[src/rtl/regfile_param.sv]
// regfile_param: parameterised register file with two combinational read
// ports, two compare temp registers (t0/t1) feeding a registered equality
// flag, and a saturating stack pointer that lives in register SP_IDX.
//
// Optional feature: define REGFILE_BYPASS_EN to forward wdata to a read
// port in the same cycle as a write to the address that port is reading.
// Bypass applies only to the general registers. It does not apply in
// compare mode, to the temp registers, or to the stack-pointer push/pop path.
module regfile_param #(
    parameter int DATA_W = 8,
    parameter int ADDR_W = 2,
    parameter int SP_IDX = 2
) (
    input  logic              clk,
    input  logic              rst_n,
    input  logic              we,
    input  logic [ADDR_W-1:0] waddr,
    input  logic [DATA_W-1:0] wdata,
    input  logic [ADDR_W-1:0] raddr_a,
    input  logic [ADDR_W-1:0] raddr_b,
    output logic [DATA_W-1:0] rdata_a,
    output logic [DATA_W-1:0] rdata_b,
    input  logic              tmp_we,
    input  logic              tmp_sel,
    input  logic              cmp_mode,
    input  logic              sp_push,
    input  logic              sp_pop,
    output logic              eq,
    output logic              sp_err
);

    localparam int NUM_REGS = 2 ** ADDR_W;
    localparam logic [ADDR_W-1:0] SP_ADDR = ADDR_W'(SP_IDX);

    logic [DATA_W-1:0] regs [NUM_REGS];
    logic [DATA_W-1:0] t0;
    logic [DATA_W-1:0] t1;
    logic [DATA_W-1:0] t0_next;
    logic [DATA_W-1:0] t1_next;

    logic [DATA_W-1:0] sp_cur;
    logic [DATA_W-1:0] sp_next;
    logic              sp_update;
    logic              sp_fault;
    logic              write_hits_sp;
    logic              push_only;
    logic              pop_only;

    assign sp_cur        = regs[SP_ADDR];
    assign write_hits_sp = we && (waddr == SP_ADDR);
    assign push_only     = sp_push && !sp_pop;
    assign pop_only      = sp_pop && !sp_push;

    // Stack-pointer step: saturate at both ends, and let a direct write to SP win over push/pop
    always_comb begin
        sp_next   = sp_cur;
        sp_update = 1'b0;
        sp_fault  = 1'b0;
        if (!write_hits_sp) begin
            if (push_only) begin
                if (sp_cur == '0) begin
                    sp_fault = 1'b1;
                end else begin
                    sp_next   = sp_cur - DATA_W'(1);
                    sp_update = 1'b1;
                end
            end else if (pop_only) begin
                if (sp_cur == '1) begin
                    sp_fault = 1'b1;
                end else begin
                    sp_next   = sp_cur + DATA_W'(1);
                    sp_update = 1'b1;
                end
            end
        end
    end

    // Next-state of the compare temps, shared by the temp registers and the eq flag
    always_comb begin
        t0_next = t0;
        t1_next = t1;
        if (tmp_we) begin
            if (tmp_sel) begin
                t1_next = wdata;
            end else begin
                t0_next = wdata;
            end
        end
    end

    // General registers: reset image, then write port, then stack-pointer step
    always_ff @(posedge clk) begin
        if (!rst_n) begin
            for (int i = 0; i < NUM_REGS; i++) begin
                if (i == SP_IDX) begin
                    regs[i] <= '1;
                end else begin
                    regs[i] <= '0;
                end
            end
        end else begin
            for (int i = 0; i < NUM_REGS; i++) begin
                if (we && (waddr == ADDR_W'(i))) begin
                    regs[i] <= wdata;
                end else if ((i == SP_IDX) && sp_update) begin
                    regs[i] <= sp_next;
                end
            end
        end
    end

    // Temp registers and the registered equality flag derived from their next state
    always_ff @(posedge clk) begin
        if (!rst_n) begin
            t0 <= '0;
            t1 <= '0;
            eq <= 1'b1;
        end else begin
            t0 <= t0_next;
            t1 <= t1_next;
            eq <= (t0_next == t1_next);
        end
    end

    // Sticky stack fault flag, cleared only by reset
    always_ff @(posedge clk) begin
        if (!rst_n) begin
            sp_err <= 1'b0;
        end else if (sp_fault) begin
            sp_err <= 1'b1;
        end
    end

    // Read port A: temp t0 in compare mode, otherwise the addressed register
    always_comb begin
        rdata_a = regs[raddr_a];
        if (cmp_mode) begin
            rdata_a = t0;
        end
`ifdef REGFILE_BYPASS_EN
        else if (we && (waddr == raddr_a)) begin
            rdata_a = wdata;
        end
`endif
    end

    // Read port B: temp t1 in compare mode, otherwise the addressed register
    always_comb begin
        rdata_b = regs[raddr_b];
        if (cmp_mode) begin
            rdata_b = t1;
        end
`ifdef REGFILE_BYPASS_EN
        else if (we && (waddr == raddr_b)) begin
            rdata_b = wdata;
        end
`endif
    end

endmodule

[config.mk]
export PLATFORM = sky130hd
export DESIGN_NAME = regfile_param
export DESIGN_NICKNAME = d
export VERILOG_FILES = /design/src/rtl/regfile_param.sv
export SDC_FILE = /design/constraint.sdc
export NUM_CORES = 1
export LEC_CHECK = 0
export CAP_MARGIN = 20
export CORE_MARGIN = 3
export CORE_UTILIZATION = 43
export CTS_CLUSTER_DIAMETER = 200
export CTS_CLUSTER_SIZE = 30
export DETAILED_ROUTE_END_ITERATION = 16
export MAX_ROUTING_LAYER = met4
export PLACE_DENSITY_LB_ADDON = 0.3
export SYNTH_ARGS = -nofsm -noshare
export SYNTH_HDL_FRONTEND = slang
export SYNTH_SLANG_ARGS = --single-unit
[constraint.sdc]
create_clock -name clk -period 3.4 [get_ports clk]
set_input_delay 0.68 -clock clk [delete_from_list [all_inputs] [get_ports clk]]
set_output_delay 0.68 -clock clk [all_outputs]
set_load 0.01 [all_outputs]
==> impl_metrics.py, run 1 <==
metrics = {
    "floorplan": {
        "num_rows": 31,
        "fp.dieH_um": 92.8,
        "fp.dieArea_sq_um": 8610,
        "io_pins": 40,
        "chipWidth_um": 92.8,
        "core_area_sq_um": 7290,
        "start_util_pct": 44.4,
    },
    "timing": {
        "max_freq_mhz": 303,
        "slew_viol_final": 0,
        "final.hold.worst_slack_ps": 468,
        "max_slew.worst_pin.slew_ps": 652,
        "final.setup_skew_ps": 5.89,
        "timing.final.crit_share_pct": 97.0,
        "rsz0062_at_grt": "no",
        "timing.slew.headroom_pct": 56.4,
        "final_hold_viol_count": 0,
        "minimum_period_implied_by_the_final_worst_setup_slack_ps": 3300,
        "setup-violations-final": 0,
        "final.setup.tns_ps": 0,
    },
    "global_route": {
        "grt_pass1_vias": 2515,
        "initial_antenna_violation_count": 0,
        "global_route.overflow_total": 0,
        "largest_net_degree_at_the_start_of_global_routing": 18,
        "grt_pass1_wl_um": 12500,
        "gr-usage-all-layers_pct": 18.9,
    },
    "min_path": {
        "worst_hold_path_type": "reg -> reg",
        "worstHoldEndpoint": "sp_err",
        "depth_of_the_worst_hold_timing_path": 2,
        "holdCritStartpoint": "sp_err",
    },
    "cts": {
        "post_cts.repair.setup_buffers": 0,
        "clk-insertion-delay-late_ps": 310,
        "cts_buf_count": 5,
        "htree_num_levels": 2,
        "root_buffer": "clkbuf_8",
        "clkSlewWorstSetupHoldPaths_ps": 100,
        "post_cts_resized": 0,
        "number_of_hold_buffers_added_after_cts": 0,
        "tritoncts_num_sinks": 50,
        "tritoncts_clock_tree": "yes",
        "max-clock-path-buffers": 2,
    },
    "cells_and_area": {
        "final_cell_area_sq_um": 3870,
        "area_of_the_multi_input_gates_sq_um": 1800,
        "antenna_cells": 0,
        "layout.filler_cells": 665,
        "finish.utilization_pct": 53.1,
        "layout-drive-gt1-share_pct": 18.3,
        "design.final.nets": 373,
        "syn_to_final_growth_pct": 19.5,
        "regArea_sq_um": 1320,
    },
    "synth": {
        "syn_area_sq_um": 3240,
        "synth_warnings": 0,
        "syn-mean-instance-area_sq_um": 10.7,
        "postSynthCellCount": 304,
        "synth.yosys.seq_area_share_pct": 40.8,
        "yosys_most_used_dff": "edfxtp_1",
        "mappedNetlistNets": 333,
        "synth-seq-cells": 50,
        "asyncSetResetFlopFracSynth_pct": 0,
        "synth_unique_cells": 48,
        "synth-edff-count": 32,
    },
    "worst_setup_path": {
        "critPathLaunchType": "input port",
        "critPathCaptureType": "output port",
        "worstPathMaxFanout": 8,
        "timing.critical_path.from": "raddr_b[0]",
        "timing.critical_path.required_ps": 2720,
        "worst-r2r-setup-slack_ps": 1330,
        "rr_startpoint": "regs[2][4]",
        "cp_data_arrival_time_ps": 2620,
        "worst-setup-path-type": "in -> out",
        "ff2ff_path_depth": 4,
        "worst_r2r_endpoint": "regs[2][1]",
    },
    "place": {
        "place.detailed.hpwl_um": 5980,
        "detailed_place.area_sq_um": 3780,
        "gp_congestion": 0.922,
        "place.port_buffers": 39,
    },
    "routing": {
        "detailroute.via_count": 2466,
        "drt_first_iter_violations": 95,
        "post_drt_via_cell_ratio": 5.55,
        "route.detailed.wl_per_inst_um": 17.1,
        "remaining_drc_errors": 0,
        "routed_wl_um": 7590,
        "ant_nets": 0,
        "drt_pre_antenna_iters": 5,
    },
    "status": {
        "run_status": "finished clean",
    },
    "pwr": {
        "power.share.sequential_pct": 48.8,
        "power.share.switching_pct": 29.5,
        "clock_power_share_pct": 24.6,
        "power.static_leakage_nw": 1.38,
        "power.share.combinational_pct": 26.6,
        "vdd_ir_drop_max_mv": 0.172,
        "power_density_nw_per_um2": 386,
        "total_switching_power_mw": 0.442,
        "p_int_mw": 1.05,
    },
    "job": {
        "drv.max_cap_violation_count": 0,
    },
}
## placed cells by master (no fill, tap or decap), drive strengths merged, types with 2 or more instances in the layout
| cell | instances |
|---|---|
| clkdlybuf4s50 | 39 |
| nand2 | 37 |
| edfxtp | 32 |
| dfxtp | 18 |
| nor2 | 17 |
| mux4 | 16 |
| mux2 | 16 |
| a21boi | 16 |
| and2 | 15 |
| a21oi | 14 |
| nor3 | 13 |
| inv | 13 |
| nand3 | 12 |
| xnor2 | 10 |
| buf | 10 |
| xor2 | 8 |
| nand2b | 6 |
| ha | 6 |
| mux2i | 5 |
| clkbuf | 5 |
| o21ai | 5 |
| a31oi | 4 |
| nor2b | 3 |
| o22ai | 3 |
| o21a | 3 |
| or4 | 3 |
| nand4 | 2 |
| o22a | 2 |
## per-stage QoR
stage / std cells / setup slack [ps] / total power [mW]
finish: 444 / 101 / 1.50
global route: 444 / 73.6 / 1.56
CTS: 444 / 90.5 / 1.51
detailed placement: 436 / 93.8 / 1.14
global placement: 436 / 123 / 1.13
floorplan: 304 / 990 / 0.992
## synthesized netlist by cell type, drive strengths merged (2+ instances only)
cell | n | share of area (%)
nor2b | 3 | 0.58
o22ai | 3 | 0.58
xor2 | 8 | 2.2
mux4 | 16 | 11
nand3 | 12 | 1.9
or4 | 3 | 0.93
a21boi | 16 | 3.7
nand4 | 2 | 0.39
ha | 6 | 2.3
nand2b | 6 | 1.2
o22a | 2 | 0.81
nand2 | 37 | 4.3
edfxtp | 32 | 30
inv | 11 | 1.3
mux2 | 16 | 5.6
and2 | 15 | 2.9
nor2 | 17 | 2.4
o21a | 3 | 0.70
buf | 6 | 1.1
dfxtp | 18 | 11
a21oi | 14 | 2.9
clkbuf | 10 | 1.2
a31oi | 4 | 0.97
xnor2 | 10 | 2.7
o21ai | 5 | 0.77
mux2i | 5 | 1.5
nor3 | 13 | 2.2
## area by class of cell
class                   count  share of cell area, %
clock buffers               5                   1.78
clock inverters             3                  0.582
repair buffers             49                   12.7
well taps                  99                   3.20
flip-flops and latches     50                   34.1
inverters                  11                   1.07
multi-input cells         227                   46.6
## registers in the layout, summed over array words and instances (netlist names)
name,cells
eq,1
regs,32
sp_err,1
t0,8
t1,8
## how the worst max path moves through the flow
stage	endpoint	cells after the start	slack, ps
floorplan	regs[2][6]	8	990
global placement	rdata_b[2]	5	120
detailed placement	rdata_b[5]	5	90
CTS	rdata_b[5]	5	90
global route	rdata_b[5]	5	70
finish	rdata_b[5]	5	100
## critical path, cell delays in order
cell	delay, ps
clkdlybuf4s50_1	510
buf_12	150
mux4_2	500
mux2_2	280
clkdlybuf4s50_1	480
## power groups by stage
| stage | Sequential, mW | Combinational (mW) | Clock (mW) |
|---|---|---|---|
| after floorplan | 0.729 | 0.263 | 0 |
| after global placement | 0.740 | 0.394 | 0 |
| after detailed placement | 0.743 | 0.400 | 0 |
| after CTS | 0.729 | 0.402 | 0.378 |
| after global routing | 0.734 | 0.434 | 0.397 |
| final | 0.730 | 0.398 | 0.367 |
## per-layer routing
metal  global-route usage, %  up-vias  routed length [um]
li1                        -     1192                   -
met1                    23.4     1206                3310
met2                    32.3       64                3880
met3                    3.25        4                 344
met4                    4.64        0                  44
met5                       -        -                   0
## logic make-up (layout without fill, tap and decap cells)
kind of cell / after synthesis / after routing / synth area share (%)
buf+inv: 27 / 68 / 3.51
compound gates: 56 / 56 / 12.7
simple gates: 109 / 109 / 16.9
fa+ha+maj: 7 / 7 / 2.94
xor+xnor: 18 / 18 / 4.87
flops: 50 / 50 / 40.8
mux: 37 / 37 / 18.2
Note: power is estimated with default switching activity, not from simulation.
==> run 2: changes to the inputs <==
--- a/config.mk
+++ b/config.mk
@@ -13,6 +13,7 @@
 export DETAILED_ROUTE_END_ITERATION = 16
 export MAX_ROUTING_LAYER = met4
 export PLACE_DENSITY_LB_ADDON = 0.3
+export SLEW_MARGIN = 20
 export SYNTH_ARGS = -nofsm -noshare
 export SYNTH_HDL_FRONTEND = slang
 export SYNTH_SLANG_ARGS = --single-unit
==> results of run 2 <==
The final DEF is identical to that of run 1; final timing and power are the same.
==> run 3: changes to the inputs <==
--- a/config.mk
+++ b/config.mk
@@ -9,11 +9,9 @@
 export CORE_MARGIN = 3
 export CORE_UTILIZATION = 43
 export CTS_CLUSTER_DIAMETER = 200
-export CTS_CLUSTER_SIZE = 30
 export DETAILED_ROUTE_END_ITERATION = 16
 export MAX_ROUTING_LAYER = met4
 export PLACE_DENSITY_LB_ADDON = 0.3
-export SLEW_MARGIN = 20
 export SYNTH_ARGS = -nofsm -noshare
 export SYNTH_HDL_FRONTEND = slang
 export SYNTH_SLANG_ARGS = --single-unit
==> results of run 3 <==
The final DEF is identical to that of run 1; final timing and power are the same.
